$ cat config.mk
export PLATFORM = sky130hd
export DESIGN_NAME = fetch_unit_flat
export DESIGN_NICKNAME = d
export VERILOG_FILES = /design/src/rtl/fetch_pkg.sv /design/src/rtl/fetch_if.sv /design/src/rtl/fetch_unit.sv /design/src/flat_wrapper.sv
export SDC_FILE = /design/constraint.sdc
export NUM_CORES = 1
export LEC_CHECK = 0
export CORE_MARGIN = 2
export CORE_UTILIZATION = 48
export CTS_BUF_LIST = sky130_fd_sc_hd__clkbuf_4 sky130_fd_sc_hd__clkbuf_8
export DETAILED_ROUTE_END_ITERATION = 8
export PLACE_DENSITY = 0.89
export SLEW_MARGIN = 30
export SYNTH_ARGS = -nofsm -noshare
export SYNTH_HDL_FRONTEND = slang
export SYNTH_SLANG_ARGS = --single-unit
$ cat constraint.sdc
create_clock -name clk -period 5.17 [get_ports clk]
set_input_delay 0.7755 -clock clk [delete_from_list [all_inputs] [get_ports clk]]
set_output_delay 0.7755 -clock clk [all_outputs]
set_load 0.01 [all_outputs]
$ cat src/rtl/fetch_pkg.sv
// Shared types and constants for the instruction-fetch sequencer.
package fetch_pkg;

  typedef enum logic [1:0] {
    FETCH = 2'd0,
    WAIT  = 2'd1,
    ISSUE = 2'd2,
    EXEC  = 2'd3
  } state_t;

  localparam logic [31:0] RESET_PC_DEF = 32'h0000_0000;
  localparam int MEM_LAT_MIN = 1;
  localparam int MEM_LAT_MAX = 4;

  function automatic int lat_clamp(input int lat);
    if (lat < MEM_LAT_MIN) return MEM_LAT_MIN;
    if (lat > MEM_LAT_MAX) return MEM_LAT_MAX;
    return lat;
  endfunction

endpackage

$ cat src/rtl/fetch_if.sv
// Instruction-memory read port plus fetch-to-decode handshake.
interface fetch_if;
  logic        imem_en;
  logic [31:0] imem_addr;
  logic [31:0] imem_rdata;
  logic [31:0] inst;
  logic [31:0] inst_pc;
  logic        inst_valid;
  logic        inst_ready;

  modport master (
    output imem_en, imem_addr,
    input  imem_rdata,
    output inst, inst_pc, inst_valid,
    input  inst_ready
  );

  modport slave (
    input  imem_en, imem_addr,
    output imem_rdata,
    input  inst, inst_pc, inst_valid,
    output inst_ready
  );
endinterface

$ cat src/rtl/fetch_unit.sv
// Multi-cycle fetch sequencer: issue read, wait for data, hand to
// decode, then wait for execute to commit the next PC.
module fetch_unit
  import fetch_pkg::*;
#(
  parameter logic [31:0] RESET_PC    = RESET_PC_DEF,
  parameter int          MEM_LATENCY = 2
) (
  input  logic        clk,
  input  logic        rstn,
  input  logic        halt,
  fetch_if.master     bus,
  output logic [31:0] cpc,
  input  logic [31:0] npc,
  input  logic        npc_we,
  output logic [31:0] fetch_count,
  output logic        err
);

  localparam int LAT = lat_clamp(MEM_LATENCY);
  localparam logic [1:0] CNT_INIT = 2'(LAT - 1);

  state_t      state;
  logic [1:0]  cnt;
  logic [31:0] inst_q;
  logic [31:0] pc_q;

  // rstn gates the strobe so no read leaves while reset is held
  assign bus.imem_en    = rstn & (state == FETCH) & ~halt;
  assign bus.imem_addr  = cpc;
  assign bus.inst_valid = (state == ISSUE);
  assign bus.inst       = inst_q;
  assign bus.inst_pc    = pc_q;

  always_ff @(posedge clk or negedge rstn) begin
    if (!rstn) begin
      state       <= FETCH;
      cnt         <= 2'd0;
      cpc         <= RESET_PC;
      inst_q      <= 32'd0;
      pc_q        <= 32'd0;
      fetch_count <= 32'd0;
      err         <= 1'b0;
    end else begin
      if (npc_we && state != EXEC)
        err <= 1'b1;
      unique case (state)
        FETCH: begin
          if (!halt) begin
            state <= WAIT;
            cnt   <= CNT_INIT;
          end
        end
        WAIT: begin
          if (cnt == 2'd0) begin
            inst_q <= bus.imem_rdata;
            pc_q   <= cpc;
            state  <= ISSUE;
          end else begin
            cnt <= cnt - 2'd1;
          end
        end
        ISSUE: begin
          if (bus.inst_ready) begin
            fetch_count <= fetch_count + 32'd1;
            state       <= EXEC;
          end
        end
        EXEC: begin
          if (npc_we) begin
            cpc   <= {npc[31:2], 2'b00};
            state <= FETCH;
            if (npc[1:0] != 2'b00)
              err <= 1'b1;
          end
        end
        default: state <= FETCH;
      endcase
    end
  end

endmodule

$ cat src/flat_wrapper.sv
// flat-port wrapper written by rule: the top's interface ports become plain ports
module fetch_unit_flat import fetch_pkg::*;
#(
  parameter logic [31:0] RESET_PC    = RESET_PC_DEF,
  parameter int          MEM_LATENCY = 2
)
  (clk, rstn, halt, cpc, npc, npc_we, fetch_count, err, bus_imem_en, bus_imem_addr, bus_imem_rdata, bus_inst, bus_inst_pc, bus_inst_valid, bus_inst_ready);
  fetch_if bus_i ();
  input  logic clk;
  input  logic rstn;
  input  logic halt;
  output logic [31:0] cpc;
  input  logic [31:0] npc;
  input  logic npc_we;
  output logic [31:0] fetch_count;
  output logic err;
  output wire logic [$bits(bus_i.imem_en)-1:0] bus_imem_en;
  output wire logic [$bits(bus_i.imem_addr)-1:0] bus_imem_addr;
  input wire logic [$bits(bus_i.imem_rdata)-1:0] bus_imem_rdata;
  output wire logic [$bits(bus_i.inst)-1:0] bus_inst;
  output wire logic [$bits(bus_i.inst_pc)-1:0] bus_inst_pc;
  output wire logic [$bits(bus_i.inst_valid)-1:0] bus_inst_valid;
  input wire logic [$bits(bus_i.inst_ready)-1:0] bus_inst_ready;
  assign bus_imem_en = bus_i.imem_en;
  assign bus_imem_addr = bus_i.imem_addr;
  assign bus_i.imem_rdata = bus_imem_rdata;
  assign bus_inst = bus_i.inst;
  assign bus_inst_pc = bus_i.inst_pc;
  assign bus_inst_valid = bus_i.inst_valid;
  assign bus_i.inst_ready = bus_inst_ready;
  fetch_unit #(.RESET_PC(RESET_PC), .MEM_LATENCY(MEM_LATENCY)) u_core (.clk(clk), .rstn(rstn), .halt(halt), .bus(bus_i), .cpc(cpc), .npc(npc), .npc_we(npc_we), .fetch_count(fetch_count), .err(err));
endmodule
==> results of run 1 <==
==> cells by family (layout without fill, tap and decap cells) <==
family / after synthesis / in the layout
AOI/OAI and AO/OA: 7 / 7
xor gates and xnor gates: 31 / 31
adders and majority gates: 7 / 7
buffers and inverters: 51 / 264
DFF: 129 / 129
muxes: 95 / 95
other: 1 / 6
and+or+nand+nor: 69 / 69
==> Yosys cell counts (all sizes together) (3+ instances only) <==
cell	instances	share of area, %
nor4	4	1.1
nor2	9	0.61
nand2	13	0.88
xnor2	24	3.8
nand3	16	2.0
and3	4	0.45
xor2	7	1.1
nand2b	3	0.34
mux2	95	19
nor3	3	0.27
clkbuf	3	0.20
inv	5	0.34
buf	43	5.6
ha	7	1.6
nand4	13	1.9
dfrtp	129	59
a21oi	3	0.27
==> registers in the layout, summed over array words and instances (netlist names) <==
name,count
u_core.bus.inst,32
u_core.fetch_count,32
u_core.bus.imem_addr,30
u_core.bus.inst_pc,30
u_core.cnt,2
u_core.state,2
u_core.err,1
==> worst register-to-register path: stages, from the launching register on <==
cell	delay, ps
dfrtp_1	380
inv_1	90
ha_1	240
nand2_2	200
buf_4	630
mux2_2	480
==> final timing paths <==
check,to,slack [ps],cells after the start
max,bus_imem_en,2260,3
min,u_core.fetch_count[1]$_DFFE_PN0P_,380,1
max reg2reg,u_core.bus.inst[2]$_DFFE_PN0P_,3030,5
min reg2reg,u_core.err$_DFF_PN0_,470,1
max in group asynchronous,u_core.fetch_count[8]$_DFFE_PN0P_,3670,2
min in group clk,u_core.err$_DFF_PN0_,470,1
==> area by class of cell <==
type | count | area, µm² | area share (%)
sequential | 129 | 3228 | 39.97
timing repair buffer | 228 | 2276 | 28.18
multi-input combinational | 215 | 1967 | 24.35
clock buffer | 26 | 332.8 | 4.121
tap | 143 | 178.9 | 2.215
clock inverter | 5 | 75.07 | 0.9295
inverter | 5 | 18.77 | 0.2324
==> power groups by stage <==
stage          Sequential [mW]  Clock (mW)  Combinational [mW]
6_report                  1.70       0.864                2.10
5_1_grt                   1.76       0.938                2.22
4_1_cts                   1.71       0.885                2.13
3_5_place_dp              1.72           0                2.12
3_3_place_gp              1.69           0                2.07
2_1_floorplan             1.86           0               0.867
==> placed cells by master (no fill, tap or decap), types with 2 or more instances in the layout <==
cell type / Yosys / final
clkdlybuf4s50_1: 0 / 224
buf_4: 36 / 3
nor2_1: 9 / 9
nand2_1: 13 / 12
and3_1: 4 / 4
nor4_4: 2 / 2
clkbuf_4: 0 / 4
clkinv_2: 0 / 3
xnor2_1: 24 / 24
nand3_2: 4 / 4
nand4_2: 4 / 4
bufinv_16: 0 / 2
a21oi_1: 3 / 3
nand2b_1: 3 / 3
nand4_1: 9 / 9
dfrtp_1: 129 / 129
nand3_1: 11 / 11
clkbuf_8: 0 / 22
inv_1: 5 / 5
nor3_1: 3 / 3
xor2_1: 7 / 7
ha_1: 7 / 7
mux2_2: 95 / 95
conb_1: 1 / 6
==> metal layers <==
metal | global-route usage, % | routed length, µm | part of all wire, %
met5 | 0 | 0 | 0
met4 | 10.04 | 355 | 2.8
met3 | 8.639 | 1100 | 8.6
met2 | 34.96 | 6268 | 49
met1 | 24.53 | 5020 | 39
==> metrics by stage <==
stage | area [µm²] | power [mW] | hold slack, ps | utilization [%] | cells
after floorplan | 5534 | 2.727 | 479.9 | - | 395
after global placement | 7665 | 3.755 | 439.0 | 67.71 | 720
after detailed placement | 7665 | 3.840 | 466.1 | 67.71 | 720
after CTS | 8073 | 4.722 | 384.3 | 71.31 | 751
after global routing | 8077 | 4.922 | 421.4 | 71.34 | 751
final | 8077 | 4.665 | 382.5 | 71.34 | 751
==> results.cfg, run 1 <==
[floorplan]
start_util_pct = 48.72
io_pins = 232
die_h_um = 111.2
placementRows = 39
die_x_um = 111.2
dieArea_mm2 = 0.01236
coreArea_mm2 = 0.01132

[placed_design]
dp_slack_ps = 2216
hpwl_mm = 9.249
routabilityCongestion = 0.7940
portBuffers = 225

[logic_synthesis]
synth-seq-area-share_pct = 58.53
synth_compound_area_share_pct = 0.7940
ys.flop_type = dfrtp_1
synth_edf_count = 0
ys_warn_count = 0
synth-adder-area-share_pct = 1.588
syn_area_mm2 = 0.005515
synth_top_family_by_area = multiplexers
synthXorXnorAreaFrac_pct = 4.923
ys_ff_latch = 129
synthesis.instances = 390
synth_cell_type_count = 33
synth-simple-area-share_pct = 8.507
muxShareOfSynthArea_pct = 19.40
syn_avg_cell_area_um2 = 14.14
synthArstFlopShare_pct = 100.0

[clock_network]
clk_pin_slew_ps = 60
cts_max_level = 4
ctsResizeCount = 0
postCtsHoldBufs = 0
cts-root-buf = clkbuf_8
cts_buffer_depth = 2
cts_setup_buffers = 0
numCtsBuffers = 17
clk_latency_ps = 430
cts.sinks = 129
cts_tree = yes

[setup_path]
slowest_delay_ps = 550
cp_max_fo = 56
crit_family = buffers and inverters
worst_path_max_delay_cell = clkdlybuf4s50_1
critPathLaunchType = input pin
startpoint = rstn
worstPathRequired_ps = 4390
crit_arrival_ps = 2130
path_buf_inv = 2
crit_chain = buf_4 -> and3b_1 -> clkdlybuf4s50_1
r2r_start = u_core.state[1]$_DFFE_PN0P_
path_class = input pin to output port
critPathCaptureType = output port

[pwr]
p_comb_share_pct = 44.9
p_int_mw = 3.248
ir_worst_vdd_uv = 392.4
seq_power_share_pct = 36.5
swShare_pct = 30.37
leakage_nw = 3.490
power_density_mw_per_mm2 = 577.6
clkPwrFrac_pct = 18.5
switchingPower_mw = 1.417

[worst_hold_path]
hp-class = input pin to asynchronous set/reset pin

[cells_and_area]
drive_above_1_share_pct = 23.68
final_nets = 672
nFillCells = 760
area_delta_synth_final_pct = 46.44
diodes = 0

[detailed_routing]
dr.first_iter.drc_count = 96
num_vias = 3787
ant_nets = 0
wl_mm = 12.74
dr.pass1.iters = 4
wire_per_inst_um = 16.97
drcViolationCount = 0
via_per_inst = 5.043

[flow_run]
drv_cap = 0

[global_routing]
track_usage_pct = 21.36
grt_max_degree = 76
grt_overflow = 0
antenna_found_initial = 0
grt_pass1_wl_mm = 20.86
grt_pass1_vias = 4150

[sta]
maxSlewHeadroom_pct = 46.05
final.setup.worst_slack_ps = 2262
slew_violations = 0
post-route-min-period_ps = 2908
setup_viol = 0
worstMarginPinSlew_ps = 805.9
tns_ps = 0
fmax_ghz = 0.3438
period_share_pct = 56.26
finClkSkew_ps = 11.88
rsz0062_at_grt = no
hold_viol = 0

[status]
outcome = completed
(Power assumes the default switching activity.)
==> run 2, diff against run 1 <==
--- a/config.mk
+++ b/config.mk
@@ -6,10 +6,10 @@
 export NUM_CORES = 1
 export LEC_CHECK = 0
 export CORE_MARGIN = 2
-export CORE_UTILIZATION = 48
+export CORE_UTILIZATION = 40
 export CTS_BUF_LIST = sky130_fd_sc_hd__clkbuf_4 sky130_fd_sc_hd__clkbuf_8
 export DETAILED_ROUTE_END_ITERATION = 8
-export PLACE_DENSITY = 0.89
+export PLACE_DENSITY = 0.79
 export SLEW_MARGIN = 30
 export SYNTH_ARGS = -nofsm -noshare
 export SYNTH_HDL_FRONTEND = slang
==> constraint.sdc (replaced) <==
create_clock -name clk -period 2.5 [get_ports clk]
set_input_delay 0.375 -clock clk [delete_from_list [all_inputs] [get_ports clk]]
set_output_delay 0.375 -clock clk [all_outputs]
set_load 0.01 [all_outputs]
==> results.cfg, run 2 (same netlist as run 1, synthesis figures left out) <==
[setup_path]
r2r_slack_ps = 480
r2r_cells = 6
critPathCaptureType = output port
crit_arrival_ps = 1880
critPathLaunchType = register
cp_max_fo = 4
crit_chain = inv_1 -> ha_1 -> and3b_1 -> clkdlybuf4s50_1
worstPathRequired_ps = 2120
worst_path_max_delay_cell = clkdlybuf4s50_1
r2r-end = u_core.fetch_count[18]$_DFFE_PN0P_
r2r_start = u_core.state[0]$_DFFE_PN0P_
path_class = register to output port
slowest_delay_ps = 530

[clock_network]
clk_latency_ps = 430
cts_setup_buffers = 0
cts-root-buf = clkbuf_8
ctsResizeCount = 0
postCtsHoldBufs = 0
cts_buffer_depth = 2
cts.sinks = 129
numCtsBuffers = 17
cts_max_level = 4
clk_pin_slew_ps = 70
cts_tree = yes

[sta]
post-route-min-period_ps = 2259
maxSlewHeadroom_pct = 43.29
setup_viol = 0
worstMarginPinSlew_ps = 850.6
slew_violations = 0
rsz0062_at_grt = no
worst_hold_slack_ps = 164.7
period_share_pct = 90.34
final.setup.worst_slack_ps = 241.4
finClkSkew_ps = 7.530
hold_viol = 0
fmax_ghz = 0.4428
tns_ps = 0

[global_routing]
track_usage_pct = 18.59
antenna_found_initial = 0
grt_pass1_wl_mm = 20.89
grt_overflow = 0
grt_pass1_vias = 4038
grt_max_degree = 69

[detailed_routing]
dr.pass1.iters = 4
drcViolationCount = 0
num_vias = 3755
dr.first_iter.drc_count = 179
wl_mm = 13.38
ant_nets = 0
wire_per_inst_um = 17.07
via_per_inst = 4.790

[pwr]
power_density_mw_per_mm2 = 1175
p_comb_share_pct = 46.1
seq_power_share_pct = 37.1
switchingPower_mw = 2.973
swShare_pct = 31.37
ir_worst_vdd_uv = 645.7
p_int_mw = 6.505
clkPwrFrac_pct = 16.7
leakage_nw = 3.472

[cells_and_area]
postLayoutCoreUtil_pct = 60.45
final_nets = 673
final_cell_mix = clkdlybuf4s50_1 (224), dfrtp_1 (129), mux2_2 (95), xnor2_1 (24), clkbuf_8 (18)
diodes = 0
multi_input_area_mm2 = 0.001967
final_common_cell = clkdlybuf4s50_1
area_delta_synth_final_pct = 46.30
seqCellArea_mm2 = 0.003228
nFillCells = 1072
drive_above_1_share_pct = 23.68

[placed_design]
dp_slack_ps = 417.2
routabilityCongestion = 0.7650
hpwl_mm = 9.689
portBuffers = 225

[floorplan]
die_x_um = 121.4
io_pins = 232
coreArea_mm2 = 0.01335
start_util_pct = 41.32
die_h_um = 121.4
dieArea_mm2 = 0.01474
placementRows = 42

[status]
outcome = completed

[flow_run]
drv_cap = 0

[worst_hold_path]
hp-class = input pin to asynchronous set/reset pin
[run 2: cell types whose count changed in the layout (fill, tap and decap cells not counted), sizes merged]
cell / change
clkinv: +4
clkbuf: -4
buf: +1
bufinv: -1
[run 2: per-layer routing]
metal	vias to the layer above	global-route usage, %	wire length (µm)
met4	0	6.250	125
met1	1865	21.36	5374
met3	13	5.968	865
met2	148	32.65	7014
li1	1729	-	-
met5	-	0	0
[run 2: cell type report]
class / count / area share [%]
Sequential cell: 129 / 40.01
Multi-Input combinational cell: 215 / 24.38
Inverter: 5 / 0.2326
Tap cell: 176 / 2.729
Timing Repair Buffer: 229 / 28.41
Clock buffer: 22 / 3.442
Clock inverter: 8 / 0.8063
[run 2: worst max-delay path, delay by kind of cell (launching register included)]
kind / cells / cell delay (ps)
buffers and inverters: 2 / 650
AND/OR/NAND/NOR: 1 / 170
adder cells (fa/ha/maj): 1 / 220
flip-flops: 1 / 420
[run 2: power by group through the flow]
stage	clock network, mW	registers [mW]	logic [mW]
2_1_floorplan	0	3.85	1.79
3_3_place_gp	0	3.51	4.33
3_5_place_dp	0	3.56	4.43
4_1_cts	1.63	3.53	4.44
5_1_grt	1.74	3.64	4.66
6_report	1.59	3.52	4.37
[run 2: how the worst max path moves through the flow]
stage / depth (start not counted) / to / slack [ps] / startpoint
5_1_grt: 4 / bus_imem_en / 90 / u_core.state[1]$_DFFE_PN0P_
2_1_floorplan: 6 / u_core.fetch_count[21]$_DFFE_PN0P_ / 730 / u_core.state[0]$_DFFE_PN0P_
3_5_place_dp: 5 / u_core.fetch_count[19]$_DFFE_PN0P_ / 420 / bus_inst_ready
3_3_place_gp: 5 / u_core.fetch_count[27]$_DFFE_PN0P_ / 470 / bus_inst_ready
4_1_cts: 4 / bus_imem_en / 200 / u_core.state[0]$_DFFE_PN0P_
6_report: 4 / bus_imem_en / 240 / u_core.state[1]$_DFFE_PN0P_
[run 2: metrics by stage]
stage | total power, mW | area (µm²) | cells
floorplan | 5.640 | 5534 | 395
global placement | 7.834 | 7726 | 754
detailed placement | 7.990 | 7726 | 754
CTS | 9.603 | 8069 | 784
global route | 10.04 | 8069 | 784
finish | 9.478 | 8069 | 784
